===== config.mk =====
export PLATFORM = sky130hd
export DESIGN_NAME = gcd_engine
export DESIGN_NICKNAME = d
export VERILOG_FILES = /design/src/rtl/gcd_engine.sv
export SDC_FILE = /design/constraint.sdc
export NUM_CORES = 1
export LEC_CHECK = 0
export CORE_MARGIN = 2
export CORE_UTILIZATION = 50
export CTS_CLUSTER_DIAMETER = 80
export DETAILED_ROUTE_END_ITERATION = 10
export PLACE_DENSITY = 0.79
export SKIP_LAST_GASP = 1
export SLEW_MARGIN = 40
export SYNTH_ARGS = -nofsm -noshare
export SYNTH_HDL_FRONTEND = slang
export SYNTH_SLANG_ARGS = --single-unit

===== constraint.sdc =====
create_clock -name clk -period 7.3 [get_ports clk]
set_clock_uncertainty 0.15 [all_clocks]
set_input_delay 1.095 -clock clk [delete_from_list [all_inputs] [get_ports clk]]
set_output_delay 1.095 -clock clk [all_outputs]
set_load 0.02 [all_outputs]

===== src/rtl/gcd_engine.sv =====
// gcd_engine: valid/ready GCD engine, per-request subtractive or binary (Stein) algorithm, reports compute cycles
module gcd_engine #(
  parameter int WIDTH = 32,
  parameter int CW = 16
) (
  input  logic             clk,
  input  logic             rst,
  input  logic             in_valid,
  output logic             in_ready,
  input  logic [WIDTH-1:0] in_a,
  input  logic [WIDTH-1:0] in_b,
  input  logic             in_mode,
  output logic             out_valid,
  input  logic             out_ready,
  output logic [WIDTH-1:0] out_gcd,
  output logic [CW-1:0]    out_cycles,
  output logic             busy
);
  localparam int KW = $clog2(WIDTH) + 1;
  typedef enum logic [1:0] {IDLE, CALC, DONE} state_t;
  state_t state;
  logic [WIDTH-1:0] a, b;
  logic [KW-1:0] k;
  logic mode;
  logic [CW-1:0] cnt, cnt_nx;
  assign cnt_nx = &cnt ? cnt : cnt + 1'b1;
  assign in_ready = state == IDLE;
  assign out_valid = state == DONE;
  assign busy = state != IDLE;
  always_ff @(posedge clk) begin
    if (rst) begin
      state <= IDLE;
      a <= '0;
      b <= '0;
      k <= '0;
      mode <= 1'b0;
      cnt <= '0;
      out_gcd <= '0;
      out_cycles <= '0;
    end else begin
      case (state)
        IDLE: if (in_valid) begin
          a <= in_a;
          b <= in_b;
          mode <= in_mode;
          k <= '0;
          cnt <= '0;
          state <= CALC;
        end
        CALC: begin
          cnt <= cnt_nx;
          // the terminating cycle counts too, so the result carries cnt_nx
          if (b == '0) begin
            out_gcd <= mode ? a << k : a;
            out_cycles <= cnt_nx;
            state <= DONE;
          end else if (!mode) begin
            if (a < b) begin
              a <= b;
              b <= a;
            end else a <= a - b;
          end else if (a == '0) begin
            out_gcd <= b << k;
            out_cycles <= cnt_nx;
            state <= DONE;
          end else if (!a[0] && !b[0]) begin
            a <= a >> 1;
            b <= b >> 1;
            k <= k + 1'b1;
          end else if (!a[0]) a <= a >> 1;
          else if (!b[0]) b <= b >> 1;
          else if (a >= b) a <= (a - b) >> 1;
          else b <= (b - a) >> 1;
        end
        DONE: if (out_ready) state <= IDLE;
        default: state <= IDLE;
      endcase
    end
  end
endmodule

==> impl.org <==
** Run status
- Run status :: completed

** Global route
- Global routing finished with a remaining overflow of 0.
- Number of antenna violations at the first check in global routing :: 1
- In the global route stage, overall resource usage came out at 0.3952.
- The first global-routing pass estimated 92090 µm of wire.
- Entering global routing, the biggest net connects 98 pins.
- Via count of the first global-routing pass :: 15124

** STA
- For the pin with the worst max-slew slack, the measured transition is 879.5 ps.
- Min Clock Period, post-route :: 4761 ps
- The final-report max-slew violation count is 0.
- Setup repair after global routing missed its margin :: false
- Setup-violating endpoint count in the final report :: 0
- Based on the critical path, the design can be clocked at up to 210.0 MHz.
- Worst max-slew margin expressed relative to the limit :: 0.4083
- Setup Total Neg Slack :: 0 ps
- Share of the cycle needed by the critical path after routing :: 0.6522
- The hold violation count in the final report was 0.
- The worst path meets setup with 2539 ps of slack.

** Clocking
- Post-CTS Hold Buffers :: 0
- In this run, CTS created clock tree buffers numbering 17.
- CTS clk-pin slew, worst paths :: 80 ps
- TritonCTS clock tree :: done
- Clock root buffer :: sky130_fd_sc_hd__clkbuf_16
- Clock Path Buffers :: 2
- Clock sinks :: 137
- After clock tree synthesis, the setup repair step added 0 buffers.
- Count of H-tree levels built during CTS :: 4
- Clock latency on the worst-skew pair :: 450 ps
- Post-CTS repair changed the size of 0 cells.

** Synth
- Post-synth EDFFs :: 0
- Counting distinct cell types in the post-synthesis netlist gives 78.
- Synth warn :: 0
- The synthesized design contains 137 register bits.
- Async set or reset register ratio after synthesis :: 0
- A synthesized cell averages 7.367 µm².
- The synthesized netlist occupies a cell area of 14220 µm².
- When the netlist entered floorplanning its net count stood at 2068.
- The share of the Yosys chip area taken by registers is 0.1929.
- Gate count after technology mapping :: 1930
- Most used flip-flop cell after synthesis :: sky130_fd_sc_hd__dfxtp_1

** Floorplan
- Cell Rows :: 61
- For this configuration, the core starts out at a cell density of 0.5104.
- Horizontal extent of the die :: 172.6 µm
- Number of top-level pins :: 120
- Area of the die :: 29800 µm²
- The core region is 27860 µm².
- Die Height :: 172.6 µm

** Drt
- 1st-pass router iterations :: 7
- DRC :: 0
- In the final routed layout, each cell accounts on average for 26.25 µm.
- Routed wire length :: 60420 µm
- In this run, the number of DRC markers left after iteration 0 of detailed routing was 2846.
- Routed via count divided by cell count :: 7.146
- Summing over every cut layer, the via total after detailed routing is 16451.
- Post-route antenna net violation count :: 0

** Final layout
- The repair_antennas step left the layout with diodes totalling 0.
- The net count of the finished layout is 2049.
- Compared with the post-synthesis result, the final layout area differs by 12.88%.
- Measured on the finished design, the core utilization comes to 0.5762.
- Of the cells placed in the final design, the portion with a size suffix greater than 1 is 0.08160.
- Post-route non-filler standard cell count :: 2302

** Power
- The share of total power dissipated in sequential elements is 0.249.
- Net switching component of the power :: 0.001868 W
- VDD sags by at most 0.1689 mV.
- Of the total power, the share spent switching nets is 0.4859.
- Cell Int Power :: 0.001977 W
- Leak :: 5.657 nW
- Combinational Power Share :: 0.516
- The share of total power dissipated in the clock network is 0.235.
- For this design the ratio of total power to cell area is 239.6 nW/µm².

** Critical path
- The most critical setup path has its startpoint at a[0].
- Critical register-to-register path startpoint :: a[0]
- STA classifies the critical path startpoint as a register.
- Crit path arrival time :: 4970 ps
- At the worst endpoint, the required time is 7510 ps.
- Along the worst path, the maximum fanout reaches 38.
- The worst setup path is captured at a register.
- Critical path class :: register to register

** Hold path
- Hold Crit Start :: out_cycles[2]
- In this run the worst hold path is classified as register to register.

** Placement
- Once placement completed, the tool counted placed cells totaling 2269.
- Detailed placement finished with a half-perimeter wire length of 45320 µm.
- Post-Place Worst Slack :: 2662 ps
- The count of buffers added on input and output ports is 119.
- At the end of routability-driven placement, the weighted congestion stood at 1.051.

** Run
- Across the run, the number of max-cap violations was 0.
-- Yosys cell counts (12+ instances only) --
cell                       instances  share of area
sky130_fd_sc_hd__a211oi_1         71          0.037
sky130_fd_sc_hd__a21o_1           12         0.0063
sky130_fd_sc_hd__a21oi_1         156          0.055
sky130_fd_sc_hd__a221oi_1         45          0.028
sky130_fd_sc_hd__a222oi_1         16          0.011
sky130_fd_sc_hd__a22oi_1          22          0.012
sky130_fd_sc_hd__a311oi_1         17          0.010
sky130_fd_sc_hd__a31oi_1          18         0.0079
sky130_fd_sc_hd__and2_1           17         0.0075
sky130_fd_sc_hd__and3_1           14         0.0062
sky130_fd_sc_hd__buf_1            18         0.0048
sky130_fd_sc_hd__buf_2            17         0.0060
sky130_fd_sc_hd__clkbuf_1        146          0.039
sky130_fd_sc_hd__dfxtp_1         137           0.19
sky130_fd_sc_hd__ha_1             67          0.059
sky130_fd_sc_hd__inv_1            85          0.022
sky130_fd_sc_hd__mux2i_1          40          0.028
sky130_fd_sc_hd__mux4_2           54          0.086
sky130_fd_sc_hd__nand2_1         182          0.048
sky130_fd_sc_hd__nand3_1          40          0.014
sky130_fd_sc_hd__nand4_1          19         0.0084
sky130_fd_sc_hd__nor2_1          212          0.056
sky130_fd_sc_hd__nor3_1           61          0.021
sky130_fd_sc_hd__nor4_1           28          0.012
sky130_fd_sc_hd__o211ai_1         15         0.0079
sky130_fd_sc_hd__o21a_1           25          0.013
sky130_fd_sc_hd__o21ai_0         114          0.040
sky130_fd_sc_hd__o221ai_1         15         0.0092
sky130_fd_sc_hd__o22ai_1          29          0.013
sky130_fd_sc_hd__or4_1            22          0.012
sky130_fd_sc_hd__xnor2_1          45          0.028
sky130_fd_sc_hd__xor2_1           20          0.012
-- layer usage --
metal,vias to the layer above,GRT usage,routed length [µm]
met2,1276,0.5820,25220
met5,-,0,13
met4,2,0.1457,2401
met1,7786,0.5594,24790
met3,201,0.09455,7994
li1,7186,-,-
-- worst max-delay path: stages, from the launching register on --
cell                       delay (ps)
sky130_fd_sc_hd__dfxtp_1          510
sky130_fd_sc_hd__inv_1            310
sky130_fd_sc_hd__ha_1             260
sky130_fd_sc_hd__fa_1             240
sky130_fd_sc_hd__nand2b_1         190
sky130_fd_sc_hd__a21oi_1          110
sky130_fd_sc_hd__o21ai_2          430
sky130_fd_sc_hd__a211oi_1         160
sky130_fd_sc_hd__or4_4            610
sky130_fd_sc_hd__a2111o_2         720
sky130_fd_sc_hd__buf_16           270
sky130_fd_sc_hd__or4_1            500
sky130_fd_sc_hd__o31ai_1          190
-- final timing paths --
path         slack, ps  cells past startpoint            end
max               2540                     12          b[20]
min                310                      2  out_cycles[2]
max reg2reg       2540                     12          b[20]
min reg2reg        310                      2  out_cycles[2]
-- cell usage in the layout, fill, tap and decap left out, types with 54 or more instances in the layout --
cell type / n
sky130_fd_sc_hd__nor2_1: 209
sky130_fd_sc_hd__nand2_1: 182
sky130_fd_sc_hd__a21oi_1: 156
sky130_fd_sc_hd__dfxtp_1: 133
sky130_fd_sc_hd__clkdlybuf4s50_1: 118
sky130_fd_sc_hd__o21ai_0: 113
sky130_fd_sc_hd__inv_1: 84
sky130_fd_sc_hd__a211oi_1: 71
sky130_fd_sc_hd__ha_1: 67
sky130_fd_sc_hd__nor3_1: 61
sky130_fd_sc_hd__mux4_2: 54
-- power by group through the flow --
stage / registers (W) / logic (W) / clock network, W
floorplan: 0.000872 / 0.00137 / 0
CTS: 0.000944 / 0.00190 / 0.000901
global route: 0.000962 / 0.00211 / 0.000937
finish: 0.000958 / 0.00199 / 0.000902
detailed placement: 0.000961 / 0.00189 / 0
global placement: 0.000957 / 0.00189 / 0
-- metrics by stage --
| step | cell area, µm² | hold slack, ps | total power [W] |
|---|---|---|---|
| finish | 16050 | 309.6 | 0.003845 |
| detailed placement | 15430 | 300.4 | 0.002851 |
| global route | 16050 | 333.5 | 0.004008 |
| CTS | 16030 | 310.8 | 0.003745 |
| global placement | 15390 | 300.5 | 0.002849 |
| floorplan | 14220 | 334.6 | 0.002240 |
-- flip-flops by register name, indices dropped and copies added, names as in the netlist --
name / flops
k: 6
out_cycles: 16
cnt: 16
mode: 1
out_gcd: 32
a: 32
b: 32
state: 2
-- final cells by class --
cell class	instances	area, µm²
clock buffer	17	425.4
timing repair buffer	147	1438
tap	378	473.0
multi-input combinational	1522	10470
sequential	137	2750
fill	2601	11810
inverter	86	322.8
clock inverter	15	171.4
-- logic make-up after synthesis --
family          share of synthesized area
mux                                0.1208
compound gates                     0.3020
fa+ha+maj                         0.06177
buf+inv                           0.07471
flops                              0.1929
xor+xnor                          0.04004
simple gates                       0.2078
Note: power is estimated with default switching activity, not from simulation.
